==> config.mk <==
export PLATFORM = sky130hd
export DESIGN_NAME = display_scan_controller_flat
export DESIGN_NICKNAME = d
export VERILOG_FILES = /design/src/rtl/display_scan_if.sv /design/src/rtl/display_scan_controller.sv /design/src/flat_wrapper.sv
export SDC_FILE = /design/constraint.sdc
export NUM_CORES = 1
export LEC_CHECK = 0
export ABC_AREA = 1
export CORE_MARGIN = 2
export CORE_UTILIZATION = 57
export CTS_CLUSTER_SIZE = 25
export DETAILED_ROUTE_END_ITERATION = 12
export GPL_TIMING_DRIVEN = 1
export PLACE_DENSITY_LB_ADDON = 0.15
export SLEW_MARGIN = 20
export SYNTH_ARGS = -nofsm -noshare
export SYNTH_HDL_FRONTEND = slang
export SYNTH_SLANG_ARGS = --single-unit
==> constraint.sdc <==
create_clock -name fast_clock -period 1.86 [get_ports fast_clock]
set_clock_uncertainty 0.15 [all_clocks]
set_input_delay 0.279 -clock fast_clock [delete_from_list [all_inputs] [get_ports fast_clock]]
set_output_delay 0.279 -clock fast_clock [all_outputs]
set_load 0.01 [all_outputs]
==> src/rtl/display_scan_if.sv <==
// Bundle between the counter datapath and the display scan controller:
// run/step/digit data in, count tick and digit-scan outputs back.
interface display_scan_if #(
  parameter int unsigned NUM_DIGITS = 4
) ();
  localparam int unsigned IDX_W = $clog2(NUM_DIGITS);

  logic                    run;
  logic                    step;
  logic [4*NUM_DIGITS-1:0] digit_data;
  logic                    count_tick;
  logic [NUM_DIGITS-1:0]   digit_sel;
  logic [3:0]              digit_bcd;
  logic [IDX_W-1:0]        scan_idx;
  logic                    frame_done;

  modport master (
    output run, step, digit_data,
    input  count_tick, digit_sel, digit_bcd, scan_idx, frame_done
  );

  modport slave (
    input  run, step, digit_data,
    output count_tick, digit_sel, digit_bcd, scan_idx, frame_done
  );
endinterface

==> src/rtl/display_scan_controller.sv <==
// Time-multiplexes a seven-segment display with blanking between digits and
// produces the run/pause/single-step count-enable strobe, all on fast_clock.
module display_scan_controller #(
  parameter int unsigned SCAN_DIV     = 1024,
  parameter int unsigned BLANK_CYCLES = 64,
  parameter int unsigned NUM_DIGITS   = 4,
  parameter int unsigned COUNT_DIV    = 16777216
) (
  input  logic           fast_clock,
  input  logic           rst,
  display_scan_if.slave  bus
);
  localparam int unsigned IDX_W   = $clog2(NUM_DIGITS);
  localparam int unsigned SCAN_W  = $clog2(SCAN_DIV);
  localparam int unsigned COUNT_W = $clog2(COUNT_DIV);
  localparam int unsigned DATA_W  = 4 * NUM_DIGITS;

  if (BLANK_CYCLES < 1 || BLANK_CYCLES >= SCAN_DIV || NUM_DIGITS < 2 || COUNT_DIV < 2)
  begin : g_param_check
    $error("display_scan_controller: illegal parameter combination");
  end

  typedef enum logic {BLANK = 1'b0, SHOW = 1'b1} scan_state_t;

  scan_state_t           state_q, state_d;
  logic [SCAN_W-1:0]     scan_cnt_q, scan_cnt_d;
  logic [IDX_W-1:0]      scan_idx_q, scan_idx_d;
  logic [NUM_DIGITS-1:0] digit_sel_q, digit_sel_d;
  logic [3:0]            digit_bcd_q, digit_bcd_d;
  logic                  frame_done_q, frame_done_d;
  logic [DATA_W-1:0]     frame_q, frame_d;
  logic [COUNT_W-1:0]    count_cnt_q, count_cnt_d;
  logic                  count_tick_q, count_tick_d;
  logic [3:0]            buf_nibble;

  // Nibble of the latched frame for the current slot
  always_comb begin
    buf_nibble = 4'd0;
    for (int i = 0; i < int'(NUM_DIGITS); i++) begin
      if (scan_idx_q == IDX_W'(i)) buf_nibble = frame_q[4*i +: 4];
    end
  end

  // State register
  always_ff @(posedge fast_clock or negedge rst) begin
    if (!rst) begin
      state_q      <= BLANK;
      scan_cnt_q   <= '0;
      scan_idx_q   <= '0;
      digit_sel_q  <= '0;
      digit_bcd_q  <= '0;
      frame_done_q <= 1'b0;
      frame_q      <= '0;
      count_cnt_q  <= '0;
      count_tick_q <= 1'b0;
    end else begin
      state_q      <= state_d;
      scan_cnt_q   <= scan_cnt_d;
      scan_idx_q   <= scan_idx_d;
      digit_sel_q  <= digit_sel_d;
      digit_bcd_q  <= digit_bcd_d;
      frame_done_q <= frame_done_d;
      frame_q      <= frame_d;
      count_cnt_q  <= count_cnt_d;
      count_tick_q <= count_tick_d;
    end
  end

  // Next-state: scan FSM plus the free-running/pausable count divider
  always_comb begin
    state_d      = state_q;
    scan_cnt_d   = scan_cnt_q + SCAN_W'(1);
    scan_idx_d   = scan_idx_q;
    digit_sel_d  = digit_sel_q;
    digit_bcd_d  = digit_bcd_q;
    frame_done_d = 1'b0;
    frame_d      = frame_q;
    count_cnt_d  = count_cnt_q;
    count_tick_d = 1'b0;

    unique case (state_q)
      BLANK: begin
        if (scan_cnt_q == SCAN_W'(BLANK_CYCLES - 1)) begin
          state_d     = SHOW;
          digit_sel_d = NUM_DIGITS'(1) << scan_idx_q;
          // Slot 0 latches the whole frame so later slots ignore mid-frame updates
          if (scan_idx_q == '0) begin
            frame_d     = bus.digit_data;
            digit_bcd_d = bus.digit_data[3:0];
          end else begin
            digit_bcd_d = buf_nibble;
          end
        end
      end
      SHOW: begin
        if (scan_cnt_q == SCAN_W'(SCAN_DIV - 1)) begin
          state_d      = BLANK;
          scan_cnt_d   = '0;
          digit_sel_d  = '0;
          frame_done_d = (scan_idx_q == IDX_W'(NUM_DIGITS - 1));
          scan_idx_d   = (scan_idx_q == IDX_W'(NUM_DIGITS - 1)) ? '0
                                                                : scan_idx_q + IDX_W'(1);
        end
      end
      default: state_d = BLANK;
    endcase

    // run has priority; step only produces a tick while paused
    if (bus.run) begin
      if (count_cnt_q == COUNT_W'(COUNT_DIV - 1)) begin
        count_cnt_d  = '0;
        count_tick_d = 1'b1;
      end else begin
        count_cnt_d = count_cnt_q + COUNT_W'(1);
      end
    end else if (bus.step) begin
      count_tick_d = 1'b1;
    end
  end

  assign bus.count_tick = count_tick_q;
  assign bus.digit_sel  = digit_sel_q;
  assign bus.digit_bcd  = digit_bcd_q;
  assign bus.scan_idx   = scan_idx_q;
  assign bus.frame_done = frame_done_q;
endmodule

==> src/flat_wrapper.sv <==
// flat-port wrapper written by rule: the top's interface ports become plain ports
module display_scan_controller_flat 
#(
  parameter int unsigned SCAN_DIV     = 1024,
  parameter int unsigned BLANK_CYCLES = 64,
  parameter int unsigned NUM_DIGITS   = 4,
  parameter int unsigned COUNT_DIV    = 16777216
)
  (fast_clock, rst, bus_run, bus_step, bus_digit_data, bus_count_tick, bus_digit_sel, bus_digit_bcd, bus_scan_idx, bus_frame_done);
  display_scan_if #(.NUM_DIGITS(NUM_DIGITS)) bus_i ();
  input  logic fast_clock;
  input  logic rst;
  input wire logic [$bits(bus_i.run)-1:0] bus_run;
  input wire logic [$bits(bus_i.step)-1:0] bus_step;
  input wire logic [$bits(bus_i.digit_data)-1:0] bus_digit_data;
  output wire logic [$bits(bus_i.count_tick)-1:0] bus_count_tick;
  output wire logic [$bits(bus_i.digit_sel)-1:0] bus_digit_sel;
  output wire logic [$bits(bus_i.digit_bcd)-1:0] bus_digit_bcd;
  output wire logic [$bits(bus_i.scan_idx)-1:0] bus_scan_idx;
  output wire logic [$bits(bus_i.frame_done)-1:0] bus_frame_done;
  assign bus_i.run = bus_run;
  assign bus_i.step = bus_step;
  assign bus_i.digit_data = bus_digit_data;
  assign bus_count_tick = bus_i.count_tick;
  assign bus_digit_sel = bus_i.digit_sel;
  assign bus_digit_bcd = bus_i.digit_bcd;
  assign bus_scan_idx = bus_i.scan_idx;
  assign bus_frame_done = bus_i.frame_done;
  display_scan_controller #(.SCAN_DIV(SCAN_DIV), .BLANK_CYCLES(BLANK_CYCLES), .NUM_DIGITS(NUM_DIGITS), .COUNT_DIV(COUNT_DIV)) u_core (.fast_clock(fast_clock), .rst(rst), .bus(bus_i));
endmodule
; ---- Word level (Yosys, flattened, before mapping)
; Index checks and enable logic that the tools add are counted.
[classes]
n_addsub = 3
eq_ne = 8
shift = 1
n_mux = 19
bitwise_logic = 1
reduce_logical = 5
[ops]
columns = operator, n
row1 = adder 24 x 1 -> 24 bit (second input constant), 1
row2 = equality test 24 bit (second input constant), 1
row3 = two-way mux 24 bit, 1
row4 = two-way mux 4 bit, 6
row5 = two-way mux 10 bit, 2
row6 = adder 10 x 1 -> 10 bit (second input constant), 1
row7 = equality test 10 bit (second input constant), 1
row8 = equality test 10 x 6 -> 1 bit (second input constant), 1
row9 = one-hot mux 4 bit (2 select lines), 1
row10 = two-way mux 1 bit, 7
row11 = AND reduction 2 bit, 3
row12 = equality test 2 bit (second input constant), 2
row13 = << shifter 1 x 2 -> 4 bit (first input constant), 1
row14 = AND reduction 3 bit, 1
row15 = adder 2 x 1 -> 2 bit (second input constant), 1
row16 = equality test 2 x 1 -> 1 bit (second input constant), 1
row17 = logical NOT 2 bit, 1
row18 = two-way mux 2 bit, 1
row19 = inequality test 2 x 1 -> 1 bit (second input constant), 1
row20 = inequality test 2 bit (second input constant), 1
row21 = one-hot mux 1 bit (2 select lines), 1
row22 = inverter 1 bit, 1
[word_totals]
ff_bits = 63
input_bits = 20
out_inout_bits = 12
elab_cells = 46

; ---- Depth between registers and ports, before layout
; Gate-level depths: netlist (run 1).
[depth]
ltp_word = 5
mapped_depth = 9
depth_no_buf = 9

; ---- Worst setup path after synthesis (run 1)
; OpenSTA, ideal clock, no wires.
[synth_path]
kind = register -> register
startpoint = register u_core.scan_cnt_q[0]
endpoint = register u_core.frame_q[10]
setup_ns = 0.117
arrival_time_ns = 1.336
t_required_ns = 1.593
setup_slack_ns = 0.257
path_stages_with_launch = 8
path_buffers = 1
period_less_slack_ns = 1.603
cell_sequence = dfrtp_1 > ha_1 > nand2_1 > nor3_4 > nand4_4 > buf_6 > nand2_1 > o21ai_2
[synth_between]
elab_chain_len = 2
[synth_lines]
columns = element, line_no
row1 = "start, declared", display_scan_controller.sv:26  ; logic [SCAN_W-1:0] scan_cnt_q, scan_cnt_d;
row2 = "start signal, assigned", display_scan_controller.sv:58  ; scan_cnt_q <= scan_cnt_d;
row3 = equality test 10 x 6 -> 1 bit, display_scan_controller.sv:83  ; if (scan_cnt_q == SCAN_W'(BLANK_CYCLES - 1)) begin
row4 = AND reduction 3 bit (no line), --
row5 = "end signal, assigned", display_scan_controller.sv:63  ; frame_q <= frame_d;
row6 = "end, declared", display_scan_controller.sv:31  ; logic [DATA_W-1:0] frame_q, frame_d;
; No other way between the ends.
; A chain may end at the register's enable or synchronous reset.

; ---- Worst setup path in the final report (run 1)
[layout_path]
startpoint = register u_core.scan_idx_q[0], in the netlist u_core.bus.scan_idx[0]
endpoint = output port bus_scan_idx[0]
[layout_lines]
columns = element, line_no
row1 = "start, declared", display_scan_controller.sv:27  ; logic [IDX_W-1:0] scan_idx_q, scan_idx_d;
row2 = "start signal, assigned", display_scan_controller.sv:59  ; scan_idx_q <= scan_idx_d;
row3 = "end, declared", flat_wrapper.sv:19  ; output wire logic [$bits(bus_i.scan_idx)-1:0] bus_scan_idx;
; No word-level cell between the ends.

==> results.toml, run 1 <==
[floorplan]
start_util = 0.581
ios = 32
core-area_sq_um = 5410
dieWidth_um = 78.2
die_area_sq_um = 6120
placementRows = 27
die_h_um = 78.2

[timing]
setup_viol = 0
tns_ns = 0
rsz0062_at_grt = "false"
clock.fmax_mhz = 564
fin_crit_ns = 1.77
finalCritPeriodShare = 0.954
slew_headroom = 0.681
worst_pin_slew_ns = 0.476
fin_hold_ws_ns = 0.306
hold_viol = 0
drv_slew = 0

[cts]
cts_tree = "built"
cts_buffer_depth = 2
cts_made_buffers = 9
cts_root_buffer = "clkbuf_8"
clock_latency_ns = 0.34
cts.sinks = 59
cts.clk_slew.worst_paths_ns = 0.07
cts_max_level = 3

[worst_setup_path]
max_stage_delay_ns = 0.57
cp-start-kind = "flop"
critPathBufInv = 1
critPathMaxFanout = 5
reg2reg_depth = 8
worstReg2RegStart = "u_core.count_cnt_q[1]"
crit_path_cell_trace = "clkdlybuf4s50_1"
crit_path_end_kind = "primary output"
critical_path_required_ns = 1.43
crit_slowest_cell = "clkdlybuf4s50_1"
cp.depth = 1
critPathKind = "reg -> out"
cp_top_family = "buffers and inverters"
reg2reg_setup_slack_ns = 0.13
r2r-end = "u_core.count_cnt_q[19]"
cp.arrival_ns = 1.35

[final_layout]
synthToLayoutAreaGrowth_pct = 20.2
num-nets-final = 457
stdcell_count = 507
finish.instance_area_sq_um = 3770
final_cell_mix = "nand2_1 (109), dfrtp_1 (59), inv_1 (53), nor2_1 (45), clkdlybuf4s50_1 (30)"
fin_util = 0.698
final_common_cell = "nand2_1"
layout-drive-gt1-share = 0.126
diodes = 0

[yosys]
synth_top_area_cell = "dfrtp_1"
ys.flop_type = "dfrtp_1"
synth_seq_cells = 59
syn_inst = 384
avgSynthCellArea_sq_um = 8.18
synthTopCellsByArea = "dfrtp_1 (47%), nand2_1 (13%), inv_1 (6.5%)"
synth_top_family_by_area = "simple AND/OR/NAND/NOR gates"
synth_compound_area_frac = 0.0701
synth-xor-area-share = 0.0418
syn-num-nets = 410
ys_seq_area_frac = 0.470
synth_edf_count = 0
synthAdderAreaFrac = 0.0239
synth_area_sq_um = 3140
synth_cell_type_count = 32
synth-simple-area-share = 0.319
synth_top_area_share = 0.470
synthMuxAreaShare = 0
yosys_warnings = 0
async_flop_share = 1.00

[pwr]
internal_power_w = 0.00196
share_comb_of_total_power = 0.092
seqPwrFrac = 0.532
power_leakage_nw = 1.94
p_clk_frac = 0.376
irDropWorstVdd_uv = 510
p_switching_w = 0.000690
powerDensity_nw_per_um2 = 704
swShare = 0.260

[placed_design]
gp_congestion = 0.877
dp_cells = 491
port_buffers = 31
dpl_cell_area_sq_um = 3580
dp_hpwl_um = 4480

[route]
routed_wl_um = 6270
drc = 0
first_pass_iters = 4
wire_per_inst_um = 12.4
viasPerCell = 5.04
ant_nets = 0
num_vias = 2555
drtIter0Drc = 161

[grt]
use_met3 = 0.0402
grt_util_met1 = 0.292
antenna_found_initial = 0
overflow = 0
grt_pass1_wl_um = 10700
grt_pass1_vias = 2434
track_usage = 0.227
use_met2 = 0.366
grt_max_degree = 60
top_usage_layer = "met2"

[run_status]
outcome = "complete, no violations"

[run]
maxCapViolCount = 0

[worst_hold_path]
hold_class = "in -> async"
-- worst max path at each step --
stage | slack, ns | from | endpoint
floorplan | 0.26 | u_core.scan_cnt_q[0] | u_core.frame_q[10]
global placement | 0.05 | bus_run | u_core.count_cnt_q[11]
detailed placement | -0.02 | bus_run | u_core.count_cnt_q[11]
CTS | 0.02 | u_core.scan_cnt_q[0] | u_core.bus.digit_bcd[2]
global route | 0.001 | u_core.count_cnt_q[1] | u_core.count_cnt_q[19]
finish | 0.09 | u_core.bus.scan_idx[0] | bus_scan_idx[0]
-- sequential cells by signal (all words and copies together) (netlist names) --
| name | count |
|---|---|
| u_core.bus.digit_sel | 4 |
| u_core.frame_q | 12 |
| u_core.bus.digit_bcd | 4 |
| u_core.count_cnt_q | 24 |
| u_core.scan_cnt_q | 10 |
| u_core.state_q | 1 |
| u_core.bus.count_tick | 1 |
| u_core.bus.frame_done | 1 |
| u_core.bus.scan_idx | 2 |
-- through the flow --
step                setup slack (ns)  total power, W
floorplan                      0.257         0.00156
global placement              0.0506         0.00167
detailed placement           -0.0202         0.00168
CTS                           0.0223         0.00267
global route                 0.00130         0.00277
finish                        0.0857         0.00265
-- logic make-up (layout without fill, tap and decap cells) --
logic type,count (synthesis),count (layout)
compound gates,31,31
xor+xnor,15,15
fa+ha+maj,6,6
buf+inv,58,109
flops,59,59
simple gates,215,215
-- per-layer routing --
metal	wire length (um)	up-vias	share of wire
met5	0	-	0
li1	-	1301	-
met4	144	0	0.023
met1	2870	1186	0.46
met3	217	16	0.035
met2	3030	52	0.48
-- synth_stat cells (4+ instances only) --
master,count
o21ai_2,12
nor2_2,4
nand2_1,109
nor2_1,46
xnor2_1,4
a21oi_1,8
dfrtp_1,59
ha_1,6
inv_1,54
nand3_1,23
xor2_1,11
o211ai_1,4
nand4_1,10
nand2_2,4
nor3_1,5
-- power by group through the flow --
stage                     logic (W)  clock network [W]  registers, W
after floorplan            0.000138                  0       0.00142
after global placement     0.000243                  0       0.00143
after detailed placement   0.000244                  0       0.00143
after CTS                  0.000247            0.00102       0.00141
after global routing       0.000282            0.00107       0.00142
final                      0.000245           0.000999       0.00141
-- repair_timing --
action                                 CTS  global route
setup endpoints to repair                0            16
buffers inserted                         0             0
hold buffers                             1             0
endpoints found under the hold margin   59             0
gates resized for setup                  0             5
-- final cells by class --
| cell class | instances | area (sq um) |
|---|---|---|
| clock buffer | 12 | 145 |
| fill | 439 | 1630 |
| multi-input combinational | 267 | 1450 |
| inverter | 55 | 208 |
| tap | 72 | 90.1 |
| clock inverter | 3 | 15.0 |
| timing repair buffer | 39 | 393 |
| sequential | 59 | 1480 |
Note: power is estimated with default switching activity, not from simulation.
==> run 2: changes to the inputs <==
--- a/config.mk
+++ b/config.mk
@@ -6,6 +6,7 @@
 export NUM_CORES = 1
 export LEC_CHECK = 0
 export ABC_AREA = 1
+export ABC_CLOCK_PERIOD_IN_PS = 1860
 export CORE_MARGIN = 2
 export CORE_UTILIZATION = 57
 export CTS_CLUSTER_SIZE = 25
==> results of run 2 <==
The final DEF is identical to that of run 1; final timing and power are the same.
